### config.mk
export PLATFORM = sky130hd
export DESIGN_NAME = fetch_queue
export DESIGN_NICKNAME = d
export VERILOG_FILES = /design/src/rtl/fetch_pkg.sv /design/src/rtl/fetch_pair_fifo.sv /design/src/rtl/fetch_queue.sv
export SDC_FILE = /design/constraint.sdc
export NUM_CORES = 1
export LEC_CHECK = 0
export ABC_AREA = 1
export BUFFER_PORTS_ARGS = -buffer_cell sky130_fd_sc_hd__buf_4
export CELL_PAD_IN_SITES_DETAIL_PLACEMENT = 1
export CELL_PAD_IN_SITES_GLOBAL_PLACEMENT = 1
export CORE_ASPECT_RATIO = 0.7
export CORE_MARGIN = 10
export CORE_UTILIZATION = 45
export CTS_BUF_LIST = sky130_fd_sc_hd__clkbuf_4
export DETAILED_ROUTE_END_ITERATION = 6
export GPL_TIMING_DRIVEN = 0
export PLACE_DENSITY_LB_ADDON = 0.1
export SLEW_MARGIN = 5
export SYNTH_ARGS = -nofsm -noshare
export SYNTH_HDL_FRONTEND = slang
export SYNTH_SLANG_ARGS = --single-unit
### constraint.sdc
create_clock -name clk -period 27 [get_ports clk]
set_input_delay 5.4 -clock clk [delete_from_list [all_inputs] [get_ports clk]]
set_output_delay 5.4 -clock clk [all_outputs]
set_load 0.005 [all_outputs]
### src/rtl/fetch_pkg.sv
// rtl/fetch_pkg.sv - shared types for the instruction-fetch queue
package fetch_pkg;

  localparam int FETCH_WIDTH = 2;

  typedef struct packed {
    logic [31:0] inst;
    logic [31:0] pc;
  } fetch_entry_t;

endpackage

### src/rtl/fetch_pair_fifo.sv
// rtl/fetch_pair_fifo.sv - circular queue with dual write and 0..2 entry pop
module fetch_pair_fifo
  import fetch_pkg::*;
#(
  parameter int DEPTH = 8,
  localparam int AW = $clog2(DEPTH),
  localparam int CW = AW + 1
) (
  input  logic         clk,
  input  logic         rst,
  input  logic         i_flush,
  input  logic         i_enq,
  input  fetch_entry_t i_wr0,
  input  fetch_entry_t i_wr1,
  input  logic [1:0]   i_pop_req,
  output fetch_entry_t o_rd0,
  output fetch_entry_t o_rd1,
  output logic [1:0]   o_valid,
  output logic [CW-1:0] o_count
);

  fetch_entry_t  r_mem [DEPTH];
  logic [AW-1:0] r_head;
  logic [AW-1:0] r_tail;
  logic [CW-1:0] r_count;

  logic [1:0]    w_req;
  logic [1:0]    w_pop;
  logic [AW-1:0] w_head1;
  logic [AW-1:0] w_tail1;
  logic [CW-1:0] w_count_next;

  // A request of 3 is clamped to 2, then limited to what is actually held.
  assign w_req        = (i_pop_req == 2'd3) ? 2'd2 : i_pop_req;
  assign w_pop        = (r_count < CW'(w_req)) ? r_count[1:0] : w_req;
  assign w_head1      = r_head + AW'(1);
  assign w_tail1      = r_tail + AW'(1);
  assign w_count_next = r_count + (i_enq ? CW'(2) : CW'(0)) - CW'(w_pop);

  always_ff @(posedge clk or posedge rst) begin
    if (rst) begin
      for (int i = 0; i < DEPTH; i++) begin
        r_mem[i] <= '0;
      end
      r_head  <= '0;
      r_tail  <= '0;
      r_count <= '0;
    end else if (i_flush) begin
      r_head  <= '0;
      r_tail  <= '0;
      r_count <= '0;
    end else begin
      if (i_enq) begin
        r_mem[r_tail]  <= i_wr0;
        r_mem[w_tail1] <= i_wr1;
        r_tail         <= r_tail + AW'(2);
      end
      r_head  <= r_head + AW'(w_pop);
      r_count <= w_count_next;
    end
  end

  assign o_rd0   = r_mem[r_head];
  assign o_rd1   = r_mem[w_head1];
  assign o_count = r_count;
  assign o_valid = (r_count == '0) ? 2'b00 :
                   (r_count == CW'(1)) ? 2'b01 : 2'b11;

endmodule

### src/rtl/fetch_queue.sv
// rtl/fetch_queue.sv - dual-issue fetch front end: PC, memory interface, redirect/stall control
module fetch_queue
  import fetch_pkg::*;
#(
  parameter int          DEPTH    = 8,
  parameter logic [31:0] RESET_PC = 32'h0000_0000,
  localparam int CW = $clog2(DEPTH) + 1
) (
  input  logic                         clk,
  input  logic                         rst,
  output logic [31:0]                  Program_counter_IF,
  input  logic [FETCH_WIDTH-1:0][31:0] Instruction_IF,
  input  logic                         stall_IF,
  input  logic                         redirect_valid_IF,
  input  logic [31:0]                  redirect_pc_IF,
  input  logic [1:0]                   deq_count_IF,
  output logic [1:0]                   inst_valid_IF,
  output logic [FETCH_WIDTH-1:0][31:0] inst_IF,
  output logic [FETCH_WIDTH-1:0][31:0] inst_pc_IF,
  output logic [CW-1:0]                count_IF
);

  logic [31:0]  r_pc;
  logic         w_enq;
  fetch_entry_t w_wr0;
  fetch_entry_t w_wr1;
  fetch_entry_t w_rd0;
  fetch_entry_t w_rd1;

  // Room is judged on the pre-dequeue count; slots freed this cycle are not reused.
  assign w_enq = !redirect_valid_IF && !stall_IF && (count_IF <= CW'(DEPTH - 2));

  always_comb begin
    w_wr0      = '0;
    w_wr1      = '0;
    w_wr0.inst = Instruction_IF[0];
    w_wr0.pc   = r_pc;
    w_wr1.inst = Instruction_IF[1];
    w_wr1.pc   = r_pc + 32'd4;
  end

  always_ff @(posedge clk or posedge rst) begin
    if (rst) begin
      r_pc <= RESET_PC;
    end else if (redirect_valid_IF) begin
      r_pc <= {redirect_pc_IF[31:2], 2'b00};
    end else if (w_enq) begin
      r_pc <= r_pc + 32'd8;
    end
  end

  fetch_pair_fifo #(.DEPTH(DEPTH)) u_fifo (
    .clk       (clk),
    .rst       (rst),
    .i_flush   (redirect_valid_IF),
    .i_enq     (w_enq),
    .i_wr0     (w_wr0),
    .i_wr1     (w_wr1),
    .i_pop_req (deq_count_IF),
    .o_rd0     (w_rd0),
    .o_rd1     (w_rd1),
    .o_valid   (inst_valid_IF),
    .o_count   (count_IF)
  );

  assign Program_counter_IF = r_pc;
  assign inst_IF[0]         = w_rd0.inst;
  assign inst_IF[1]         = w_rd1.inst;
  assign inst_pc_IF[0]      = w_rd0.pc;
  assign inst_pc_IF[1]      = w_rd1.pc;

endmodule
# == Yosys cells after proc, flatten, opt, wreduce, memory -nomap -nowiden ==
# Cells that the tools add are included.
# word_totals
ff_bits,554
inputBits,102
out_inout_bits,166
# classes
addsub,8
order_cmp,8
eq_ne,2
mux,23
n_bitwise,5
n_reduce_logical,9
# op_table
op,n
512-bit bitwise mux,2
64-bit binary-select mux with 3-bit select,2
64-bit demux with 3-bit select,2
64-bit two-way mux,6
32-bit two-way mux,2
"32-bit by 3-bit adder with 32-bit output, second input constant",1
"32-bit by 4-bit adder with 32-bit output, second input constant",1
"4-bit >= comparator, second input constant",4
3-bit NOT with 4-bit output,4
2-bit two-way mux,5
3-bit two-way mux,3
"4-bit by 1-bit < comparator with 1-bit output, second input constant",2
"3-bit by 1-bit adder with 3-bit output, second input constant",2
4-bit adder,1
"4-bit by 1-bit == test with 1-bit output, second input constant",1
"4-bit by 3-bit <= comparator with 1-bit output, second input constant",1
1-bit logical AND,4
4-bit logical NOT,1
4-bit by 2-bit < comparator with 1-bit output,1
4-bit two-way mux,1
4-bit by 2-bit subtractor with 4-bit output,1
3-bit by 2-bit adder with 3-bit output,1
"3-bit by 2-bit adder with 3-bit output, second input constant",1
"2-bit == test, second input constant",1
4 further kinds,5

# == Depth between registers and ports, before layout ==
# depth
word_depth,7
ltp_mapped,14
ltp_nobuf,13

# == Cells and area by module ==
# From an unflattened synthesis, not the netlist that was laid out.
# unflattened
cells_unflattened,5024
hier_area_um2,33452.1
# by_module_without_submodules
module,instances,cells_per_inst,area_each_um2,seq_area_each_um2
fetch_pair_fifo,1,4646,30879.6,13037.5
fetch_queue,1,378,2572.5,750.7

# == Worst setup path after synthesis ==
# Ideal clock, no wire load.
# synth_timing
path_kind,input to register
startpoint,input port deq_count_IF[1]
endpoint,register u_fifo.r_count[3] (netlist: u_fifo.o_count[3])
arrival_ns,7.515
required_ns,26.877
slack_ns,19.362
cell_stages,12
cell_sequence,inv_1 ha_1 a21oi_1 nand2_1 o21ai_0 fa_1 inv_1 ha_1 inv_1 fa_1 o21ai_0 a21oi_1
# synth_between
elab_chain_cells,6
# synth_rtl
element,line,text
start: declaration,fetch_queue.sv:16,"input logic [1:0] deq_count_IF,"
2-bit == test,fetch_pair_fifo.sv:34,assign w_req = (i_pop_req == 2'd3) ? 2'd2 : i_pop_req;
2-bit two-way mux *,fetch_pair_fifo.sv:34,
4-bit by 2-bit < comparator with 1-bit output,fetch_pair_fifo.sv:35,assign w_pop = (r_count < CW'(w_req)) ? r_count[1:0] : w_req;
2-bit two-way mux *,fetch_pair_fifo.sv:35,
4-bit by 2-bit subtractor with 4-bit output *,fetch_pair_fifo.sv:38,assign w_count_next = r_count + (i_enq ? CW'(2) : CW'(0)) - CW'(w_pop);
4-bit two-way mux *,fetch_pair_fifo.sv:48,end else if (i_flush) begin
end signal: assignment,fetch_pair_fifo.sv:59,r_count <= w_count_next;
end: declaration,fetch_pair_fifo.sv:25,logic [CW-1:0] r_count;
# Mark *: on every way between the ends. The rest lies on a longest branch, timed or not.
# A chain may end at the register's enable or synchronous reset.

==> impl_results.md <==
- Status: finished, final reports clean
- Clock buffer depth: 3
- Combinational power share: 55.3%
- Synth Register Bits: 543
- Die ar.: 79840 sq um
- WHS: 0.4976 ns
- Cell count after synthesis: 4281
- Clock insertion delay at the later pin of the skew report: 1.09 ns
- Fmax achieved: 0.1001 GHz
- Tot GR Track Use: 38.39%
- Layer with the highest usage: met2
- Worst hold path class: flop to flop
- Static leakage: 17.21 nW
- Synth Area in Adders: 0.8812%
- Cts repair resizes: 0
- Fraction of registers with async set/reset: 100.0%
- Worst setup SP type: flop
- Tmin final: 9.990 ns
- Total clock sinks: 543
- DRC viols: 0
- Synth Area in Simple Gates: 17.07%
- # IOs: 268
- IO buf count: 263
- Area grow syn2layout: 16.69%
- Commonest non-fill, non-tap cell in the layout: nand2_1
- Die height: 239.4 um
- Share of cells above drive strength 1: 15.09%
- Num rows: 80
- Clk slew on worst S/H paths: 0.07 ns
- Total CTS buffers: 146
- Post-Synth XOR/XNOR Area: 0.6508%
- Overflow left after global routing: 0
- Clock share of power: 17.1%
- Mux share of post-synthesis cell area: 0%
- Layout Cells excl Fill: 5710
- Setup Buffers After CTS: 0
- Sequential fraction of the synthesis area: 43.90%
- Cell Int Power: 2.441 mW
- Largest net degree at the start of global routing: 117
- Vias in the first global route: 35190
- Register share of total power: 27.5%
- CTS tree: built
- Final Hold Viols: 0
- M3 GR Usage: 15.49%
- Routed wire length: 157.7 mm
- Number of synthesis warnings: 0
- Crit end category: output pin
- Worst-Margin Slew: 1.076 ns
- GR Util met1: 52.43%
- Die W: 333.5 um
- Most frequent cells in the layout: 928 x nand2_1, 770 x o21ai_0, 543 x dfrtp_1
- VDD IR max: 62.52 uV
- DRT antenna net count: 0
- Distinct cells, synth: 32
- Core area: 68170 sq um
- Initial antenna violation count: 5
- Vias: 35010
- Met2 Resource Use GR: 52.97%
- Max transition margin: 28.28%
- Psw: 2.339 mW
- WP data arrival: 4.59 ns
- Critical Path RT: 21.60 ns
- HPWL after detailed placement: 114.4 mm
- Avg Synthesized Cell Area: 7.230 sq um
- Synth Area in Compound Gates: 26.48%
- RePlAce Congestion: 0.9755
- Root buf cell: clkbuf_4
- Cell Area, Synth: 30950 sq um
- Cts hold-fix bufs: 0
- Setup Skew: 0.06690 ns
- CP Class: flop to output pin
- Routed len/inst: 27.62 um
- CTS H-tree depth: 4
- Routed vias/inst: 6.131
- Top FF cell, synth: dfrtp_1
- Largest family of logic cells by synthesized area: compound AO/OA/AOI/OAI gates
- Drt first pass iters: 6
- R2R setup slack: 23.38 ns
- Number of synthesized flops with an enable pin: 0
- Max FO, Critical Path: 10
- Initial drt markers: 4172
- Placed cells: 5452
- Tcrit/Tclk final: 37.00%
- # nets final: 4820
- Initial Util: 45.41%
- PwrDens: 132.3 nW/um^2
- Wire length of the first global-routing pass: 229.0 mm
- RSZ-0062 raised after global routing: false
- Fin. max-slew vios: 0
- Max Cap Violations: 0
- Switching share of power: 48.93%
- Final setup fails: 0
[power groups by stage]
stage,logic [mW],registers (mW),clock network [mW]
after floorplan,1.35,1.26,0
after global placement,2.48,1.31,0
after detailed placement,2.55,1.31,0
after CTS,2.56,1.30,0.810
after global routing,2.82,1.34,0.860
final,2.65,1.32,0.819
[metrics by stage]
stage / util, % / area (sq um) / setup TNS (ns) / power (mW) / worst slack (ns)
after global routing: 52.98 / 36110 / 0 / 5.022 / 16.99
final: 52.99 / 36120 / 0 / 4.780 / 17.01
after CTS: 52.96 / 36100 / 0 / 4.676 / 17.08
after detailed placement: 50.18 / 34210 / 0 / 3.858 / 18.23
after global placement: 49.97 / 34060 / -405.57 / 3.786 / -0.8787
after floorplan: - / 30960 / 0 / 2.611 / 6.421
[layout make-up]
| cell class | instances | area [sq um] |
|---|---|---|
| Clock buffer | 223 | 1674 |
| Clock inverter | 30 | 220.2 |
| Tap cell | 902 | 1129 |
| Fill cell | 8894 | 32050 |
| Timing Repair Buffer | 268 | 2112 |
| Inverter | 461 | 1738 |
| Buffer | 337 | 1678 |
| Antenna cell | 5 | 12.51 |
| Sequential cell | 543 | 13590 |
| Multi-Input combinational cell | 2941 | 13970 |
[worst max-delay path, cell delays in order (launching register included)]
cell and delay, ns:
dfrtp_1 0.48, ha_1 0.31, buf_2 0.31, buf_2 0.51, clkbuf_1 0.63, o21ai_0 0.24, o21a_1 0.24, a22oi_1 0.58
buf_4 0.23
[kinds of logic after synthesis]
family,after synthesis
compound gates,1561
xor+xnor,23
fa+ha+maj,20
buf+inv,798
flops,543
other cells,1
simple gates,1335
[cells in the mapped netlist (all sizes together), types with 2 or more instances]
cell type | instances | share of area, %
xor2 | 18 | 0.51
o21a | 122 | 3.0
nand2 | 934 | 11
clkbuf | 136 | 1.7
o211ai | 27 | 0.65
o21ai | 973 | 16
inv | 460 | 5.6
dfrtp | 543 | 44
ha | 17 | 0.69
a21oi | 434 | 7.0
nor2 | 249 | 3.2
fa | 3 | 0.19
buf | 201 | 3.7
or2 | 2 | 0.040
nand3 | 148 | 2.4
xnor2 | 5 | 0.14
a22oi | 4 | 0.097
[sequential cells by signal (all words and copies together), names as in the netlist]
register and count:
u_fifo.r_mem 504, Program_counter_IF 30, u_fifo.o_count 4, u_fifo.r_head 3
u_fifo.r_tail 2
[final timing paths]
kind                                            start  cells past startpoint                     to
worst max-delay path                 u_fifo.r_head[1]                      8            inst_IF[63]
min in group asynchronous                         rst                      2      u_fifo.r_mem[488]
worst min-delay path                u_fifo.r_mem[139]                      2      u_fifo.r_mem[139]
worst max register to register  Program_counter_IF[3]                      8      u_fifo.r_mem[156]
worst min register to register      u_fifo.r_mem[139]                      2      u_fifo.r_mem[139]
max in group asynchronous                         rst                      5  Program_counter_IF[9]
[metal layers]
layer,routed length [um],share of wire (%)
met3,22910,15
met5,22,0.014
met4,6266,4.0
met2,63520,40
met1,65010,41
(Power assumes the default switching activity.)
